**src/rtl/serial_subtractor_if.sv**
```systemverilog
// Operand/result bundle for serial_subtractor; ovf is carried only with SERIAL_SUB_OVF_EN.
// The master drives start/a/b; the slave returns d/bout/busy/done.
interface serial_subtractor_if #(
    parameter int WIDTH = 8
);
    logic             start;
    logic [WIDTH-1:0] a;
    logic [WIDTH-1:0] b;
    logic [WIDTH-1:0] d;
    logic             bout;
    logic             busy;
    logic             done;
`ifdef SERIAL_SUB_OVF_EN
    logic             ovf;

    modport master (output start, a, b, input  d, bout, busy, done, ovf);
    modport slave  (input  start, a, b, output d, bout, busy, done, ovf);
`else
    modport master (output start, a, b, input  d, bout, busy, done);
    modport slave  (input  start, a, b, output d, bout, busy, done);
`endif
endinterface

```
**src/rtl/serial_subtractor.sv**
```systemverilog
// Bit-serial unsigned a-b, LSB first, one borrow cell; signed ovf output with SERIAL_SUB_OVF_EN.
// Latency WIDTH cycles accept-to-done; start ignored while busy/done, no queueing or backpressure.
module serial_subtractor #(
    parameter int WIDTH = 8
) (
    input  logic               clk,
    input  logic               rst,
    serial_subtractor_if.slave sub
);
    localparam int CNT_W = $clog2(WIDTH);

    typedef enum logic [1:0] {IDLE, SHIFT, DONE} state_t;

    state_t           state_q, state_d;
    logic [WIDTH-1:0] a_q, a_d;
    logic [WIDTH-1:0] b_q, b_d;
    logic [WIDTH-2:0] r_q, r_d;
    logic [WIDTH-1:0] d_q, d_d;
    logic             br_q, br_d;
    logic             bout_q, bout_d;
    logic [CNT_W-1:0] cnt_q, cnt_d;
    logic             dbit;
    logic             bnext;
    logic [WIDTH-1:0] r_next;
`ifdef SERIAL_SUB_OVF_EN
    // Operand MSBs are shifted out of a_q/b_q, so keep them for the overflow term.
    logic             a_msb_q, a_msb_d;
    logic             b_msb_q, b_msb_d;
    logic             ovf_q, ovf_d;
`endif

    assign dbit   = a_q[0] ^ b_q[0] ^ br_q;
    assign bnext  = (~a_q[0] & b_q[0]) | (~(a_q[0] ^ b_q[0]) & br_q);
    assign r_next = {dbit, r_q};

    always_comb begin
        state_d = state_q;
        a_d     = a_q;
        b_d     = b_q;
        r_d     = r_q;
        d_d     = d_q;
        br_d    = br_q;
        bout_d  = bout_q;
        cnt_d   = cnt_q;
`ifdef SERIAL_SUB_OVF_EN
        a_msb_d = a_msb_q;
        b_msb_d = b_msb_q;
        ovf_d   = ovf_q;
`endif
        case (state_q)
            IDLE: begin
                if (sub.start) begin
                    state_d = SHIFT;
                    a_d     = sub.a;
                    b_d     = sub.b;
                    br_d    = 1'b0;
                    cnt_d   = '0;
`ifdef SERIAL_SUB_OVF_EN
                    a_msb_d = sub.a[WIDTH-1];
                    b_msb_d = sub.b[WIDTH-1];
`endif
                end
            end
            SHIFT: begin
                a_d   = {1'b0, a_q[WIDTH-1:1]};
                b_d   = {1'b0, b_q[WIDTH-1:1]};
                br_d  = bnext;
                r_d   = r_next[WIDTH-1:1];
                cnt_d = cnt_q + CNT_W'(1);
                if (cnt_q == CNT_W'(WIDTH - 1)) begin
                    state_d = DONE;
                    d_d     = r_next;
                    bout_d  = bnext;
`ifdef SERIAL_SUB_OVF_EN
                    ovf_d   = (a_msb_q ^ b_msb_q) & (dbit ^ a_msb_q);
`endif
                end
            end
            DONE:    state_d = IDLE;
            default: state_d = IDLE;
        endcase
    end

    always_ff @(posedge clk or posedge rst) begin
        if (rst) begin
            state_q <= IDLE;
            a_q     <= '0;
            b_q     <= '0;
            r_q     <= '0;
            d_q     <= '0;
            br_q    <= 1'b0;
            bout_q  <= 1'b0;
            cnt_q   <= '0;
`ifdef SERIAL_SUB_OVF_EN
            a_msb_q <= 1'b0;
            b_msb_q <= 1'b0;
            ovf_q   <= 1'b0;
`endif
        end else begin
            state_q <= state_d;
            a_q     <= a_d;
            b_q     <= b_d;
            r_q     <= r_d;
            d_q     <= d_d;
            br_q    <= br_d;
            bout_q  <= bout_d;
            cnt_q   <= cnt_d;
`ifdef SERIAL_SUB_OVF_EN
            a_msb_q <= a_msb_d;
            b_msb_q <= b_msb_d;
            ovf_q   <= ovf_d;
`endif
        end
    end

    assign sub.d    = d_q;
    assign sub.bout = bout_q;
    assign sub.busy = (state_q == SHIFT);
    assign sub.done = (state_q == DONE);
`ifdef SERIAL_SUB_OVF_EN
    assign sub.ovf  = ovf_q;
`endif
endmodule

```
**src/flat_wrapper.sv**
```systemverilog
// flat-port wrapper written by rule: the top's interface ports become plain ports
module serial_subtractor_flat 
#(
    parameter int WIDTH = 8
)
  (clk, rst, sub_start, sub_a, sub_b, sub_d, sub_bout, sub_busy, sub_done);
  serial_subtractor_if #(.WIDTH(WIDTH)) sub_i ();
  input  logic clk;
  input  logic rst;
  input wire logic [$bits(sub_i.start)-1:0] sub_start;
  input wire logic [$bits(sub_i.a)-1:0] sub_a;
  input wire logic [$bits(sub_i.b)-1:0] sub_b;
  output wire logic [$bits(sub_i.d)-1:0] sub_d;
  output wire logic [$bits(sub_i.bout)-1:0] sub_bout;
  output wire logic [$bits(sub_i.busy)-1:0] sub_busy;
  output wire logic [$bits(sub_i.done)-1:0] sub_done;
  assign sub_i.start = sub_start;
  assign sub_i.a = sub_a;
  assign sub_i.b = sub_b;
  assign sub_d = sub_i.d;
  assign sub_bout = sub_i.bout;
  assign sub_busy = sub_i.busy;
  assign sub_done = sub_i.done;
  serial_subtractor #(.WIDTH(WIDTH)) u_core (.clk(clk), .rst(rst), .sub(sub_i));
endmodule
```
**config.mk**
```make
export PLATFORM = sky130hd
export DESIGN_NAME = serial_subtractor_flat
export DESIGN_NICKNAME = d
export VERILOG_FILES = /design/src/rtl/serial_subtractor_if.sv /design/src/rtl/serial_subtractor.sv /design/src/flat_wrapper.sv
export SDC_FILE = /design/constraint.sdc
export NUM_CORES = 1
export LEC_CHECK = 0
export BUFFER_PORTS_ARGS = -buffer_cell sky130_fd_sc_hd__buf_4
export CAP_MARGIN = 0
export CORE_MARGIN = 3
export CORE_UTILIZATION = 30
export CTS_CLUSTER_SIZE = 28
export DETAILED_ROUTE_END_ITERATION = 8
export REMOVE_ABC_BUFFERS = 1
export SYNTH_ARGS = -nofsm -noshare
export SYNTH_HDL_FRONTEND = slang
export SYNTH_SLANG_ARGS = --single-unit
```
**constraint.sdc**
```tcl
create_clock -name clk -period 1.6 [get_ports clk]
set_clock_uncertainty 0.1 [all_clocks]
set_input_delay 0.08 -clock clk [delete_from_list [all_inputs] [get_ports clk]]
set_output_delay 0.08 -clock clk [all_outputs]
set_load 0.005 [all_outputs]
```
==> impl_metrics.json, run 1 <==
{
  "final_area_um2": 2320,
  "pre_cts_ws_ps": 10.2,
  "setup_viol_count_final": 0,
  "wl_um": 3350,
  "combPwrFrac_pct": 44.3,
  "drt_first_pass_iters": 4,
  "dieHeight_um": 84.5,
  "drive_above_1_share_pct": 42.5,
  "routed_via_density": 4.78,
  "placed_cell_area_um2": 2180,
  "hold_ws_ps": 27.5,
  "cts.root.buffer_cell": "clkbuf_8",
  "crit_path_start": "u_core.cnt_q[1]",
  "final_common_cell": "dfrtp_1",
  "relSlewSlack_pct": 68.5,
  "htree_levels": 2,
  "worstMarginPinSlew_ps": 473,
  "r2r_cells": 5,
  "drt-initial-drc-count": 47,
  "worstPathCellList": "ha_2 -> ha_4 -> nand3b_1 -> buf_6 -> mux2_4",
  "top_layer": "met4",
  "powerDensity_nw_per_um2": 1790,
  "pwr-share-seq_pct": 40.7,
  "slowest_delay_ps": 390,
  "yosys_warnings": 0,
  "diodes": 0,
  "r2r-start": "u_core.cnt_q[1]",
  "start_util_pct": 32.2,
  "synth_area_per_cell_um2": 13.2,
  "intPower_mw": 2.78,
  "rsz0062_at_grt": "yes",
  "worst_ep_required_time_ps": 1680,
  "ys_ff_latch": 38,
  "cts_sinks": 38,
  "critPathBufInv": 1,
  "fin_crit_sh_pct": 97.2,
  "portBuffers": 29,
  "hold_viol": 0,
  "status": "finished clean",
  "syn_to_final_growth_pct": 25.7,
  "crit_family": "flip-flops",
  "clkTransAtPathRegs_ps": 70,
  "die-width_um": 84.5,
  "post-route-util_pct": 40.4,
  "core_um2": 5740,
  "synth.distinct_cells": 21,
  "worstSetupEndpointType": "flop",
  "reg2reg_to": "u_core.sub.d[5]",
  "path_depth": 5,
  "crit_end": "u_core.sub.d[5]",
  "synthCells": 140,
  "worst_skew_pair.late_latency_ps": 290,
  "m1WireLength_um": 1700,
  "gr-usage-all-layers_pct": 9.92,
  "io_pins": 30,
  "vdd_ir_drop_max_uv": 710,
  "seq_area_frac_synth_pct": 51.5,
  "drc": 0,
  "cellLeakagePower_nw": 1.06,
  "crit_arrival_ps": 1630,
  "fmax_mhz": 643,
  "clockBufferDepth": 2,
  "layout_setup_ws_ps": 45.1,
  "p_sw_mw": 1.37,
  "period_needed_ps": 1550,
  "min_path_type": "in -> reg",
  "r2r_setup_slack_ps": 50,
  "grt_pass1_wl_um": 5590,
  "drv_slew": 0,
  "criticalPathCategory": "reg -> reg",
  "avgRoutedWirePerCell_um": 13.3,
  "fp.dieArea_um2": 7130,
  "cp-start-kind": "flop",
  "cts_tree": "yes",
  "synth_area_um2": 1850,
  "grt_overflow": 0,
  "antenna_found_initial": 0,
  "grt_pass1_vias": 1166,
  "fin_nets": 201,
  "vias": 1201,
  "routabilityCongestion": 0.651,
  "path_max_fanout": 6,
  "met3WireLength_um": 188,
  "layout_common_cells": "dfrtp_1, buf_4, inv_1",
  "clockPowerShare_pct": 15.0,
  "power.share.switching_pct": 33.0,
  "grt_max_degree": 39,
  "finalPower_mw": 4.15,
  "slowest_stage": "dfrtp_1",
  "numCtsBuffers": 5,
  "ant_nets": 0,
  "hpwl_um": 2120,
  "maxCapViolCount": 0,
  "met2_length_um": 1400,
  "num_rows": 27
}
layout make-up:
type / count / area (um^2)
fill: 563 / 3420
clock inverter: 2 / 10.0
tap: 72 / 90.1
inverter: 18 / 67.6
sequential: 38 / 951
timing repair buffer: 43 / 350
multi-input combinational: 73 / 783
clock buffer: 5 / 68.8
state kept, by name, indices dropped and copies added (netlist names):
signal	flops
u_core.a_q	8
u_core.b_q	8
u_core.br_q	1
u_core.cnt_q	3
u_core.r_q	7
u_core.state_q	2
u_core.sub.bout	1
u_core.sub.d	8
tightest hold or removal path, cell delays in order:
cell,delay [ps]
buf_4,80
nor4b_1,40
a211oi_2,170
metal layers:
layer | GRT usage (%) | vias up
li1 | - | 582
met1 | 13.9 | 580
met2 | 13.7 | 32
met3 | 3.53 | 7
met4 | 4.32 | 0
met5 | 0 | -
cells in the mapped netlist (all sizes together):
library cell,number,area (um^2)
a211oi,14,175
a21oi,1,5.00
a22o,5,43.8
buf,7,48.8
clkbuf,4,15.0
dfrtp,38,951
fa,1,20.0
ha,2,25.0
inv,18,67.6
mux2,17,225
nand3b,1,7.51
nor2b,2,20.0
nor3b,15,113
nor4b,14,123
o21bai,1,7.51
logic make-up after synthesis:
family	synth area share, %
DFF	51.5
AOI/OAI and AO/OA	12.5
buffers and inverters	7.11
muxes	12.2
adders and majority gates	2.44
and+or+nand+nor	14.2
metrics by stage:
step | setup TNS, ps | instances
after floorplan | -17990 | 129
after global placement | 0 | 238
after detailed placement | 0 | 238
after CTS | 0 | 252
after global routing | -87.3 | 251
final | 0 | 251
power by group through the flow:
stage	combinational, mW	sequential (mW)	clock, mW
2_1_floorplan	1.17	1.72	0
3_3_place_gp	1.77	1.70	0
3_5_place_dp	1.79	1.71	0
4_1_cts	1.88	1.69	0.649
5_1_grt	2.06	1.76	0.685
6_report	1.84	1.69	0.624
worst min-delay path by stage:
stage	depth (start not counted)	from	slack (ps)	endpoint
detailed placement	3	rst	150	u_core.sub.d[2]
CTS	3	sub_b[5]	20	u_core.b_q[5]
global placement	3	rst	130	u_core.sub.d[1]
global route	3	sub_a[1]	30	u_core.a_q[1]
floorplan	1	sub_a[7]	110	u_core.a_q[7]
finish	3	sub_b[5]	30	u_core.b_q[5]
repair_timing:
| action | CTS | global route |
|---|---|---|
| endpoints found under the setup margin | 1 | 9 |
| hold buffers | 3 | 0 |
| gates resized for setup | 2 | 4 |
| endpoints found under the hold margin | 40 | 0 |
| gates cloned | 1 | 0 |
| buffers inserted | 3 | 1 |
| pin swaps | 0 | 2 |
Note: power is estimated with default switching activity, not from simulation.
==> run 2, diff against run 1 <==
Settings changed: PLACE_DENSITY_LB_ADDON set to 0.25.
==> run 2 against run 1 <==
Effect of this change: combinational power decreased by 3%; global-route usage is 0.11 points lower; largest power group unchanged; via count is 0.33% higher; final area fell by 0.86%; flip-flop and latch count unchanged; sequential power hardly changed; cell count is 0.40% lower; first-iteration DRC count decreased by 53%.
==> impl_metrics.json, run 2 (synthesis results as in run 1) <==
{
  "slowest_delay_ps": 390,
  "path_max_fanout": 10,
  "worstMarginPinSlew_ps": 477,
  "hold_ws_ps": 39.6,
  "drt_first_pass_iters": 4,
  "clockBufferDepth": 2,
  "cts.root.buffer_cell": "clkbuf_8",
  "gr-usage-all-layers_pct": 9.81,
  "worstPathCellList": "ha_2 -> ha_2 -> nand3b_1 -> buf_12 -> mux2_4",
  "avgRoutedWirePerCell_um": 13.3,
  "routed_via_density": 4.82,
  "htree_levels": 2,
  "numCtsBuffers": 5,
  "grt_pass1_wl_um": 5600,
  "status": "finished clean",
  "grt_max_degree": 39,
  "fin_crit_sh_pct": 95.6,
  "wl_um": 3330,
  "cellLeakagePower_nw": 1.05,
  "placed_cell_area_um2": 2170,
  "clkTransAtPathRegs_ps": 70,
  "layout_common_cells": "dfrtp_1, buf_4, inv_1",
  "final.setup.tns_ps": 0,
  "drc": 0,
  "fmax_mhz": 654,
  "cts_tree": "yes",
  "hpwl_um": 2260,
  "portBuffers": 29,
  "maxCapViolCount": 0,
  "routabilityCongestion": 0.693,
  "drv_slew": 0,
  "final_area_um2": 2300,
  "hold_viol": 0,
  "final_common_cell": "dfrtp_1",
  "worst_ep_required_time_ps": 1670,
  "path_common_cell": "ha_2",
  "worst_skew_pair.late_latency_ps": 290,
  "grt_pass1_vias": 1234,
  "core_um2": 5740,
  "n_fill_cell": 567,
  "antenna_found_initial": 0,
  "fp.dieArea_um2": 7130,
  "finalPower_mw": 4.14,
  "grt_overflow": 0,
  "crit_arrival_ps": 1600,
  "num_rows": 27,
  "min_path_type": "in -> reg",
  "slowest_stage": "dfrtp_1",
  "powerDensity_nw_per_um2": 1800,
  "die-width_um": 84.5,
  "cts_sinks": 38,
  "setup_viol_count_final": 0,
  "period_needed_ps": 1530,
  "dieHeight_um": 84.5,
  "diodes": 0,
  "vdd_ir_drop_max_uv": 637,
  "fin_nets": 199,
  "cp-start-kind": "flop",
  "vias": 1205,
  "io_pins": 30,
  "syn_to_final_growth_pct": 24.6,
  "criticalPathCategory": "reg -> reg",
  "drt-initial-drc-count": 22,
  "start_util_pct": 32.2,
  "relSlewSlack_pct": 68.2,
  "worstSetupEndpointType": "flop",
  "rsz0062_at_grt": "no",
  "drive_above_1_share_pct": 41.6,
  "ant_nets": 0
}
[run 2: changes by cell type in the layout (fill, tap and decap cells not counted), sizes merged]
cell and change:
buf -2, clkbuf +2, clkinv -1
[run 2: where the power goes]
part | internal, mW | total [mW] | switching (mW)
registers | 1.43 | 1.69 | 0.262
clock network | 0.347 | 0.670 | 0.322
logic | 1.01 | 1.78 | 0.766
[run 2: per-stage QoR]
stage	util (%)	std cells	setup WS, ps
final	40.1	250	71.0
after global routing	40.1	250	13.9
after CTS	39.8	249	14.6
after detailed placement	37.7	238	24.6
after global placement	37.7	238	51.7
after floorplan	-	129	-752
[run 2: routing by layer]
| metal | vias to the layer above | global-route usage, % | wire length (um) |
|---|---|---|---|
| li1 | 571 | - | - |
| met1 | 598 | 12.6 | 1570 |
| met2 | 29 | 15.4 | 1540 |
| met3 | 7 | 3.14 | 167 |
| met4 | 0 | 3.88 | 49 |
| met5 | - | 0 | 0 |
[run 2: cell type report]
| type | count | area [um^2] | area share (%) |
|---|---|---|---|
| clock buffer | 7 | 86.3 | 3.75 |
| clock inverter | 1 | 5.00 | 0.218 |
| inverter | 18 | 67.6 | 2.94 |
| multi-input combinational | 73 | 773 | 33.6 |
| sequential | 38 | 951 | 41.3 |
| tap | 72 | 90.1 | 3.92 |
| timing repair buffer | 41 | 328 | 14.2 |
[run 2: final timing paths]
check / start / end / slack [ps] / depth (start not counted)
max in group asynchronous: rst / u_core.b_q[2] / 700 / 4
min in group asynchronous: rst / u_core.sub.d[3] / 360 / 4
worst min-delay path: sub_a[4] / u_core.a_q[4] / 40 / 3
worst min register to register: u_core.r_q[0] / u_core.r_q[0] / 400 / 1
worst max register to register: u_core.cnt_q[0] / u_core.sub.d[5] / 70 / 5
worst max-delay path: u_core.cnt_q[0] / u_core.sub.d[5] / 70 / 5
[run 2: worst max-delay path: cells and delay by family (launching register included)]
kind / cells / cell delay [ps]
multiplexers: 1 / 300
adder cells (fa/ha/maj): 2 / 350
AND/OR/NAND/NOR: 1 / 120
flip-flops: 1 / 390
buffers and inverters: 1 / 150
[run 2: repair_timing]
item                                    CTS  global route
hold endpoints to repair                 40             0
buffers inserted                          0             1
hold buffers                              3             0
endpoints found under the setup margin    0             9
resized for setup                         0             2
==> run 3, diff against run 2 <==
--- a/config.mk
+++ b/config.mk
@@ -7,2 +7,3 @@
 export LEC_CHECK = 0
+export ABC_AREA = 1
 export BUFFER_PORTS_ARGS = -buffer_cell sky130_fd_sc_hd__buf_4
==> constraint.sdc (replaced) <==
create_clock -name clk -period 1.6 [get_ports clk]
set_clock_uncertainty 0.1 [all_clocks]
set_input_delay 0.32 -clock clk [delete_from_list [all_inputs] [get_ports clk]]
set_output_delay 0.32 -clock clk [all_outputs]
set_load 0.005 [all_outputs]
==> run 3 against run 2 <==
Effect of this change: register-to-register slack better by 99 ps; hold slack better by 13 ps; via count rose by 13%; flip-flop and latch count is the same; area after synthesis decreased by 0.95%; utilization down 1.2 points; cell count rose by 31%; final area decreased by 3.5%; worst setup slack worse by 5.0 ps; non-clock buffer count decreased by 2; synthesized cell count up 56%; critical endpoint is now sub_done; largest cell class unchanged.
==> impl_metrics.json, run 3 <==
{
  "synth.distinct_cells": 20,
  "dp.cells": 319,
  "crit_arrival_ps": 1110,
  "yosys_warnings": 0,
  "crit_path_start": "u_core.state_q[0]",
  "ant_nets": 0,
  "dieHeight_um": 84.1,
  "cts_tree": "yes",
  "grt_pass1_vias": 1353,
  "synth_ff_type": "dfrtp_1",
  "worstSetupEndpointType": "output pin",
  "num_rows": 27,
  "synth_edf_count": 0,
  "die-width_um": 84.1,
  "ys_async_sr_fraction_pct": 100,
  "hold_ws_ps": 52.2,
  "setup_viol_count_final": 0,
  "seq_area_frac_synth_pct": 52.0,
  "avgRoutedWirePerCell_um": 10.7,
  "post-route-util_pct": 38.9,
  "ctsHoldBuffers": 0,
  "fp.dieArea_um2": 7070,
  "final_area_um2": 2220,
  "io_pins": 30,
  "n_fill_cell": 583,
  "layout_common_cells": "nand2_1, inv_1, buf_4",
  "pre_cts_ws_ps": 168,
  "grt_overflow": 0,
  "worstMarginPinSlew_ps": 490,
  "synth_area_per_cell_um2": 8.35,
  "intPower_mw": 2.58,
  "drt-initial-drc-count": 70,
  "wl_um": 3490,
  "cts.root.buffer_cell": "clkbuf_8",
  "drive_above_1_share_pct": 23.9,
  "seqCellArea_um2": 952,
  "worstPathCellList": "buf_4 -> nor2_2 -> buf_4",
  "antenna_found_initial": 0,
  "synth_top_area_share_pct": 52.0,
  "fin_nets": 278,
  "r2r-start": "u_core.cnt_q[0]",
  "maxCapViolCount": 0,
  "layoutNonFillerInstCount": 327,
  "netlist_top_cells_count": "nand2_1, inv_1, dfrtp_1",
  "start_util_pct": 32.0,
  "criticalPathCategory": "reg -> out",
  "diodes": 0,
  "htree_levels": 2,
  "ys_ff_latch": 38,
  "combPwrFrac_pct": 44.3,
  "path_max_fanout": 10,
  "clockBufferDepth": 2,
  "portBuffers": 29,
  "multi_input_area_um2": 643,
  "grt_max_degree": 39,
  "synth_area_um2": 1830,
  "finalPower_mw": 4.16,
  "vias": 1366,
  "routed_via_density": 4.18,
  "pwr-share-seq_pct": 40.2,
  "synth_area_leader_cell": "dfrtp_1",
  "powerDensity_nw_per_um2": 1870,
  "fmax_mhz": 652,
  "p_sw_mw": 1.57,
  "slowest_stage": "dfrtp_2",
  "cellLeakagePower_nw": 1.23,
  "routabilityCongestion": 0.716,
  "power.share.switching_pct": 37.9,
  "relSlewSlack_pct": 67.3,
  "syn_to_final_growth_pct": 21.4,
  "yosysMostFrequentCell": "nand2_1",
  "gr-usage-all-layers_pct": 11.2,
  "slowest_delay_ps": 430,
  "hold_viol": 0,
  "drv_slew": 0,
  "grt_pass1_wl_um": 6330,
  "cp-start-kind": "flop",
  "placed_cell_area_um2": 2120,
  "cts_sinks": 38,
  "clockPowerShare_pct": 15.5,
  "worst_skew_pair.late_latency_ps": 280,
  "yosys-top-cells-area": "dfrtp_1, nand2_1, inv_1",
  "final.setup.tns_ps": 0,
  "rsz0062_at_grt": "no",
  "period_needed_ps": 1530,
  "fin_crit_sh_pct": 95.9,
  "layout_setup_ws_ps": 66.0,
  "synthCells": 219,
  "final_common_cell": "nand2_1",
  "status": "finished clean",
  "worst_ep_required_time_ps": 1180,
  "vdd_ir_drop_max_uv": 497,
  "min_path_type": "in -> async",
  "hpwl_um": 2450,
  "path_common_cell": "buf_4",
  "core_um2": 5710,
  "numCtsBuffers": 5,
  "clkTransAtPathRegs_ps": 70,
  "drc": 0,
  "drt_first_pass_iters": 4
}
run 3: timing repair:
| action | 4_1_cts | 5_1_grt |
|---|---|---|
| resized for setup | 1 | 2 |
| setup buffers | 2 | 0 |
| setup endpoints to repair | 2 | 1 |
run 3: cell families (layout without fill, tap and decap cells):
| logic type | after synthesis | after routing | share of synthesized area (%) |
|---|---|---|---|
| flops | 38 | 38 | 52.0 |
| fa+ha+maj | 3 | 3 | 2.46 |
| compound gates | 20 | 20 | 7.52 |
| simple gates | 107 | 107 | 25.0 |
| buf+inv | 51 | 87 | 13.0 |
run 3: cell type report:
type	instances	area share, %
clock buffer	6	3.72
inverter	42	7.21
multi-input combinational	130	29.0
sequential	38	42.9
tap	72	4.06
timing repair buffer	39	13.2
run 3: worst paths after layout:
path                            slack [ps]  cells past startpoint                 to
max in group asynchronous              980                      3  u_core.state_q[0]
worst min register to register         380                      2      u_core.b_q[6]
worst min-delay path                    50                      3      u_core.b_q[0]
worst max register to register         170                      6    u_core.sub.d[0]
min in group clk                       190                      3      u_core.a_q[7]
worst max-delay path                    70                      3           sub_done
run 3: critical path, delay by kind of cell, from the launching register on:
kind / cells / cell delay (ps)
buffers and inverters: 2 / 290
DFF: 1 / 430
and+or+nand+nor: 1 / 110
run 3: power groups by stage:
stage | registers, mW | clock network [mW] | logic [mW]
3_5_place_dp | 1.70 | 0 | 1.83
3_3_place_gp | 1.69 | 0 | 1.82
2_1_floorplan | 1.68 | 0 | 1.17
6_report | 1.67 | 0.643 | 1.84
5_1_grt | 1.73 | 0.717 | 2.15
4_1_cts | 1.68 | 0.675 | 1.88
run 3: metal layers:
metal  routed length [um]  global-route usage [%]  vias to the layer above  part of all wire, %
li1                     -                       -                      731                    -
met1                 1730                    14.6                      608                   50
met4                   58                    4.82                        0                  1.7
met3                  156                    3.46                        4                  4.5
met2                 1540                    17.0                       23                   44
met5                    0                       0                        -                    0
